$ cat src/rtl/pipe_pkg.sv
// Shared pipeline types and constants for the 5-stage MIPS pipeline.
// Used by the fetch stage and the stage registers.
package pipe_pkg;

  typedef logic [31:0] word_t;

  typedef enum logic [1:0] {
    RUN   = 2'd0,
    DRAIN = 2'd1,
    DONE  = 2'd2
  } fetch_state_t;

  localparam word_t NOP_INSTR      = 32'h0000_0000;
  localparam word_t HALT_INSTR_DEF = 32'hFFFF_FFFF;
  localparam word_t PC_STEP        = 32'h0000_0004;

  // Width of the drain counter; wide enough for any sensible drain depth.
  localparam int unsigned CNT_W = 8;

  // Sequential fetch address; wraps modulo 2^32 by construction.
  function automatic word_t pc_incr(input word_t pc);
    return pc + PC_STEP;
  endfunction

endpackage

$ cat src/rtl/fetch_stage_if.sv
// Bundle of hazard-unit, instruction-memory and decode-side signals of the fetch stage.
// The master modport is taken by the fetch stage itself.
interface fetch_stage_if;
  import pipe_pkg::*;

  logic  stallF;
  logic  stallD;
  logic  flush;
  word_t pc_branchM;
  word_t instr_in;
  word_t pc_out;
  word_t instrD;
  word_t pc_plus4D;
  logic  validD;
  logic  halt_stall;
  logic  done;

  modport master (
    input  stallF, stallD, flush, pc_branchM, instr_in,
    output pc_out, instrD, pc_plus4D, validD, halt_stall, done
  );

  modport slave (
    output stallF, stallD, flush, pc_branchM, instr_in,
    input  pc_out, instrD, pc_plus4D, validD, halt_stall, done
  );

endinterface

$ cat src/rtl/if_id_reg.sv
// IF/ID pipeline register: flush beats stall beats load, with a bubble request
// that loads a NOP with valid cleared instead of the incoming instruction.
module if_id_reg
  import pipe_pkg::*;
(
  input  logic  clk,
  input  logic  rst_n,
  input  logic  flush,
  input  logic  stall,
  input  logic  bubble,
  input  word_t instr_in,
  input  word_t pc_plus4_in,
  output word_t instr_out,
  output word_t pc_plus4_out,
  output logic  valid_out
);

  word_t instr_r;
  word_t pc4_r;
  logic  valid_r;
  word_t instr_nxt_s;
  word_t pc4_nxt_s;
  logic  valid_nxt_s;

  // Next-value selection in priority order.
  always_comb begin
    instr_nxt_s = instr_r;
    pc4_nxt_s   = pc4_r;
    valid_nxt_s = valid_r;
    if (flush) begin
      instr_nxt_s = NOP_INSTR;
      pc4_nxt_s   = 32'h0000_0000;
      valid_nxt_s = 1'b0;
    end else if (stall) begin
      instr_nxt_s = instr_r;
      pc4_nxt_s   = pc4_r;
      valid_nxt_s = valid_r;
    end else if (bubble) begin
      instr_nxt_s = NOP_INSTR;
      pc4_nxt_s   = 32'h0000_0000;
      valid_nxt_s = 1'b0;
    end else begin
      instr_nxt_s = instr_in;
      pc4_nxt_s   = pc_plus4_in;
      valid_nxt_s = 1'b1;
    end
  end

  // Register with synchronous active-low reset.
  always_ff @(posedge clk) begin
    if (!rst_n) begin
      instr_r <= NOP_INSTR;
      pc4_r   <= 32'h0000_0000;
      valid_r <= 1'b0;
    end else begin
      instr_r <= instr_nxt_s;
      pc4_r   <= pc4_nxt_s;
      valid_r <= valid_nxt_s;
    end
  end

  assign instr_out    = instr_r;
  assign pc_plus4_out = pc4_r;
  assign valid_out    = valid_r;

endmodule

$ cat src/rtl/fetch_stage.sv
// IF stage: PC register, halt detection/drain FSM, and the IF/ID register.
// After the halt word is fetched the pipeline drains, then done is raised until reset.
module fetch_stage
  import pipe_pkg::*;
#(
  parameter word_t       RESET_PC     = 32'h0000_0000,
  parameter word_t       HALT_INSTR   = HALT_INSTR_DEF,
  parameter int unsigned DRAIN_CYCLES = 4
)(
  input  logic          clk,
  input  logic          rst_n,
  fetch_stage_if.master bus
);

  localparam logic [CNT_W-1:0] CNT_LOAD = CNT_W'(DRAIN_CYCLES - 1);

  fetch_state_t     state_r;
  fetch_state_t     state_nxt_s;
  logic [CNT_W-1:0] cnt_r;
  logic [CNT_W-1:0] cnt_nxt_s;
  word_t            pc_r;
  word_t            pc_nxt_s;
  word_t            pc_plus4_s;
  logic             halt_stall_r;
  logic             done_r;
  logic             halt_fetch_s;
  logic             id_bubble_s;
  logic             id_flush_s;
  logic             id_stall_s;

  assign pc_plus4_s   = pc_incr(pc_r);
  assign halt_fetch_s = (state_r == RUN) && (bus.instr_in == HALT_INSTR) &&
                        !bus.stallF && !bus.flush;

  // Next state, drain counter and PC; DONE ignores flush and stalls entirely.
  always_comb begin
    state_nxt_s = state_r;
    cnt_nxt_s   = cnt_r;
    pc_nxt_s    = pc_r;
    case (state_r)
      RUN: begin
        if (bus.flush) begin
          pc_nxt_s = bus.pc_branchM;
        end else if (bus.stallF) begin
          pc_nxt_s = pc_r;
        end else if (halt_fetch_s) begin
          pc_nxt_s    = pc_r;
          state_nxt_s = DRAIN;
          cnt_nxt_s   = CNT_LOAD;
        end else begin
          pc_nxt_s = pc_plus4_s;
        end
      end
      DRAIN: begin
        if (bus.flush) begin
          // Halt was on a wrong path: resume fetching at the branch target.
          pc_nxt_s    = bus.pc_branchM;
          state_nxt_s = RUN;
          cnt_nxt_s   = {CNT_W{1'b0}};
        end else if (cnt_r == {CNT_W{1'b0}}) begin
          state_nxt_s = DONE;
        end else begin
          cnt_nxt_s = cnt_r - {{(CNT_W-1){1'b0}}, 1'b1};
        end
      end
      DONE: begin
        state_nxt_s = DONE;
      end
      default: begin
        state_nxt_s = RUN;
        cnt_nxt_s   = {CNT_W{1'b0}};
      end
    endcase
  end

  // State, counter, PC and status flags; flags are decodes of the next state.
  always_ff @(posedge clk) begin
    if (!rst_n) begin
      state_r      <= RUN;
      cnt_r        <= {CNT_W{1'b0}};
      pc_r         <= RESET_PC;
      halt_stall_r <= 1'b0;
      done_r       <= 1'b0;
    end else begin
      state_r      <= state_nxt_s;
      cnt_r        <= cnt_nxt_s;
      pc_r         <= pc_nxt_s;
      halt_stall_r <= (state_nxt_s != RUN);
      done_r       <= (state_nxt_s == DONE);
    end
  end

  assign id_bubble_s = (state_r != RUN) || halt_fetch_s;
  assign id_flush_s  = bus.flush  && (state_r != DONE);
  assign id_stall_s  = bus.stallD && (state_r != DONE);

  if_id_reg u_if_id (
    .clk          (clk),
    .rst_n        (rst_n),
    .flush        (id_flush_s),
    .stall        (id_stall_s),
    .bubble       (id_bubble_s),
    .instr_in     (bus.instr_in),
    .pc_plus4_in  (pc_plus4_s),
    .instr_out    (bus.instrD),
    .pc_plus4_out (bus.pc_plus4D),
    .valid_out    (bus.validD)
  );

  assign bus.pc_out     = pc_r;
  assign bus.halt_stall = halt_stall_r;
  assign bus.done       = done_r;

endmodule
$ cat src/flat_wrapper.sv
// flat-port wrapper written by rule: the top's interface ports become plain ports
module fetch_stage_flat import pipe_pkg::*;
#(
  parameter word_t       RESET_PC     = 32'h0000_0000,
  parameter word_t       HALT_INSTR   = HALT_INSTR_DEF,
  parameter int unsigned DRAIN_CYCLES = 4
)
  (clk, rst_n, bus_stallF, bus_stallD, bus_flush, bus_pc_branchM, bus_instr_in, bus_pc_out, bus_instrD, bus_pc_plus4D, bus_validD, bus_halt_stall, bus_done);
  fetch_stage_if bus_i ();
  input  logic clk;
  input  logic rst_n;
  input wire logic [$bits(bus_i.stallF)-1:0] bus_stallF;
  input wire logic [$bits(bus_i.stallD)-1:0] bus_stallD;
  input wire logic [$bits(bus_i.flush)-1:0] bus_flush;
  input wire logic [$bits(bus_i.pc_branchM)-1:0] bus_pc_branchM;
  input wire logic [$bits(bus_i.instr_in)-1:0] bus_instr_in;
  output wire logic [$bits(bus_i.pc_out)-1:0] bus_pc_out;
  output wire logic [$bits(bus_i.instrD)-1:0] bus_instrD;
  output wire logic [$bits(bus_i.pc_plus4D)-1:0] bus_pc_plus4D;
  output wire logic [$bits(bus_i.validD)-1:0] bus_validD;
  output wire logic [$bits(bus_i.halt_stall)-1:0] bus_halt_stall;
  output wire logic [$bits(bus_i.done)-1:0] bus_done;
  assign bus_i.stallF = bus_stallF;
  assign bus_i.stallD = bus_stallD;
  assign bus_i.flush = bus_flush;
  assign bus_i.pc_branchM = bus_pc_branchM;
  assign bus_i.instr_in = bus_instr_in;
  assign bus_pc_out = bus_i.pc_out;
  assign bus_instrD = bus_i.instrD;
  assign bus_pc_plus4D = bus_i.pc_plus4D;
  assign bus_validD = bus_i.validD;
  assign bus_halt_stall = bus_i.halt_stall;
  assign bus_done = bus_i.done;
  fetch_stage #(.RESET_PC(RESET_PC), .HALT_INSTR(HALT_INSTR), .DRAIN_CYCLES(DRAIN_CYCLES)) u_core (.clk(clk), .rst_n(rst_n), .bus(bus_i));
endmodule
$ cat config.mk
export PLATFORM = sky130hd
export DESIGN_NAME = fetch_stage_flat
export DESIGN_NICKNAME = d
export VERILOG_FILES = /design/src/rtl/pipe_pkg.sv /design/src/rtl/fetch_stage_if.sv /design/src/rtl/if_id_reg.sv /design/src/rtl/fetch_stage.sv /design/src/flat_wrapper.sv
export SDC_FILE = /design/constraint.sdc
export NUM_CORES = 1
export LEC_CHECK = 0
export CAP_MARGIN = 20
export CORE_AREA = 4 4 119 121
export DETAILED_ROUTE_END_ITERATION = 16
export DIE_AREA = 0 0 123 125
export GPL_TIMING_DRIVEN = 0
export PLACE_DENSITY = 0.76
export SLEW_MARGIN = 0
export SYNTH_ARGS = -nofsm -noshare
export SYNTH_HDL_FRONTEND = slang
export SYNTH_HIERARCHICAL = 1
export SYNTH_SLANG_ARGS = --single-unit
export TNS_END_PERCENT = 50
$ cat constraint.sdc
create_clock -name clk -period 2.1 [get_ports clk]
set_input_delay 0.42 -clock clk [delete_from_list [all_inputs] [get_ports clk]]
set_output_delay 0.42 -clock clk [all_outputs]
set_load 0.02 [all_outputs]
==> results.cfg <==
[route]
firstDrtPassIters = 6
viasPerCell = 5.569
wire_per_inst_um = 18.74
ant_nets = 0
drc = 0
drt-total-wl_um = 20560
initialDrtViolationCount = 678
num_vias = 6109

[placement]
port_buffers = 166
pre_cts_slack_ps = -1035
dp_hpwl_um = 13240
gp_congestion = 0.9360
dpl_cell_area_um2 = 7471

[finish]
final_area_um2 = 8860
n_antenna_cell = 0
layout-drive-gt1-share = 0.2237
final_nets = 989
fillers = 986
syn_to_final_growth_pct = 59.84

[yosys]
yosysWarnings = 6
synth_compound_area_frac = 0.1587
synthTopCellsByArea = dfxtp_1 (39%), or3b_1 (9.2%), a21oi_1 (8.1%)
synth-seq-cells = 109
synthAdderAreaFrac = 0.006772
synth_flop_cell = dfxtp_1
synth_xor_xnor_area_share = 0.05372
synth.area.mux_share = 0
synthCells = 678
syn-cell-area_um2 = 5543
syn_avg_cell_area_um2 = 8.175
synth_top_area_frac = 0.3937
netlist_top_cells_count = nand2_1 (116), dfxtp_1 (109), a21oi_1 (90)
synth_top_cell_by_area = dfxtp_1
ys_types = 58
syn_nets = 750
yosys.area_share.simple = 0.3293
async_reset_ff_frac = 0
ys_seq_area_frac = 0.3937
synth_top_family_by_area = simple AND/OR/NAND/NOR gates
yosysMostFrequentCell = nand2_1
synth-edff-count = 0

[power_and_ir_drop]
power_mw = 4.955
pwr_density_cell_nw_per_um2 = 559.2
vdd_drop_max_v = 0.0004345
leakage_nw = 3.550

[job]
maxCapViolCount = 0

[outcome]
violations = setup timing
status = finished, violations left

[setup_path]
crit_path_end_kind = flop
reg2regPathDepth = 6
arrival_ps = 2650
worstPathCellList = nand3_4 -> or4_4 -> nor4b_4 -> xor2_1 -> or3b_4 -> a21oi_2
cp-startpoint = u_core/bus.pc_out[3]$_SDFFE_PN0P_
critical-path-max-stage-delay_ps = 590
cp.required_ps = 2400
ff2ff_setup_slack_ps = -250
path_delay_family = simple AND/OR/NAND/NOR gates
r2r-end = u_core/u_if_id/pc_plus4_out[27]$_SDFFE_PP0N_
cp_slowest_cell = or4_4
crit_fanout = 5
cp_num_cells = 6
r2r-start = u_core/bus.pc_out[3]$_SDFFE_PN0P_
crit_buf_inv = 0
critPathKind = flop to flop
endpoint = u_core/u_if_id/pc_plus4_out[27]$_SDFFE_PP0N_
start_kind = flop

[sta]
hold_viol_final = 0
tightest_slew_ps = 688.4
relSlewSlack = 0.5411
finClkSkew_ps = 10.50
drv_slew = 0
worst_slack_ps = -249.7
fin_crit_ps = 2350
fmax_mhz = 425.6
fin_crit_sh = 1.119
setup_viol = 18
rsz0062_at_grt = yes
hold_slack_ps = 445.1

[clocking]
cts_buffers = 9
clock_sinks = 109
cts-root-buf = clkbuf_16
cts_tree = built
clock_latency_ps = 360
cts_hold_buf = 0
htree_levels = 3
ctsLongestPathBuffers = 2
path_clk_slew_ps = 80

[floorplanning]
fp.dieH_um = 125
num_io_pins = 168
fp-row-count = 42
core_area_um2 = 13090
start_util = 0.4236
fp.dieW_um = 123
dieArea_um2 = 15380

[global_route]
grt_max_degree = 18
grt_use_total = 0.2305
grt_first_pass_wirelength_um = 28000
antenna_found_initial = 1
grt_overflow_total = 0
grt_pass1_vias = 5346

[worst_hold_path]
hold_path.class = input port to flop
-- logic make-up after synthesis --
family / Yosys count
adder cells (fa/ha/maj): 3
XOR/XNOR: 34
AO/OA/AOI/OAI: 148
buffers and inverters: 61
flip-flops: 109
AND/OR/NAND/NOR: 323
-- through the flow --
stage	TNS (ps)	utilization	cells
floorplan	-57.65	-	678
global placement	-86920	0.5710	1020
detailed placement	-93420	0.5710	1020
CTS	-388.7	0.6203	1053
global route	-2875	0.6771	1097
finish	-1125	0.6771	1097
-- layout make-up --
type,count,area (µm²),area share
buffer,52,376.6,0.04251
clock inverter,5,60.06,0.006779
tap,176,220.2,0.02486
inverter,6,22.52,0.002542
clock buffer,10,239.0,0.02697
multi-input combinational,508,3379,0.3814
timing repair buffer,231,2321,0.2620
sequential,109,2241,0.2529
-- power by group --
| part | leakage [nW] | switching, mW | internal, mW |
|---|---|---|---|
| clock | 0.145 | 0.813 | 0.957 |
| combinational | 2.51 | 0.469 | 0.475 |
| sequential | 0.900 | 0.0990 | 2.14 |
-- worst min path at each step --
stage / from / endpoint / slack [ps] / depth (start not counted)
CTS: u_core/u_if_id/instr_out[26]$_SDFFE_PP0N_ / u_core/u_if_id/instr_out[26]$_SDFFE_PP0N_ / 460 / 2
finish: bus_instr_in[20] / u_core/u_if_id/instr_out[20]$_SDFFE_PP0N_ / 450 / 3
detailed placement: u_core/u_if_id/instr_out[26]$_SDFFE_PP0N_ / u_core/u_if_id/instr_out[26]$_SDFFE_PP0N_ / 450 / 2
floorplan: u_core/bus.pc_out[0]$_SDFFE_PN0P_ / u_core/bus.pc_out[0]$_SDFFE_PN0P_ / 440 / 2
global route: bus_instr_in[17] / u_core/u_if_id/instr_out[17]$_SDFFE_PP0N_ / 460 / 3
global placement: u_core/u_if_id/instr_out[26]$_SDFFE_PP0N_ / u_core/u_if_id/instr_out[26]$_SDFFE_PP0N_ / 440 / 2
-- sequential cells by signal, indices dropped and copies added (netlist names) --
signal / flops
u_core/cnt_r: 8
u_core/u_if_id/pc_plus4_out: 32
u_core/bus.done: 1
u_core/u_if_id/valid_out: 1
u_core/state_r: 2
u_core/bus.pc_out: 32
u_core/u_if_id/instr_out: 32
u_core/bus.halt_stall: 1
-- layout by cell type, fill, tap and decap left out, types with 6 or more instances in the layout --
cell / count
xnor2_2: 9
dlygate4sd2_1: 7
xnor2_1: 14
nand4_1: 15
xor2_1: 11
dlymetal6s2s_1: 23
buf_4: 57
or3b_1: 54
inv_1: 6
clkbuf_1: 14
dfxtp_1: 88
o21ai_1: 7
buf_6: 12
a21oi_2: 6
nand3_1: 15
a21oi_1: 84
clkbuf_16: 14
buf_2: 10
dfxtp_4: 13
dfxtp_2: 8
clkdlybuf4s50_1: 134
o21ai_0: 8
nand2_1: 111
o211ai_1: 11
nor2_1: 52
-- worst register-to-register path, cell delays in order, from the launching register on --
cell and delay [ps]:
dfxtp_4 400, nand3_4 90, or4_4 590, nor4b_4 350, xor2_1 300, or3b_4 430, a21oi_2 130
-- what timing repair did --
action	4_1_cts	5_1_grt
gates cloned	1	5
buffers inserted	18	41
gates resized for setup	71	99
endpoints found under the setup margin	103	96
pin swaps	21	44
-- metal layers --
metal  GRT usage  routed length, µm
met1      0.3021               8147
met2      0.3715               9646
met3     0.04472               2115
met4     0.09251                642
met5           0                  7
(Power assumes the default switching activity.)
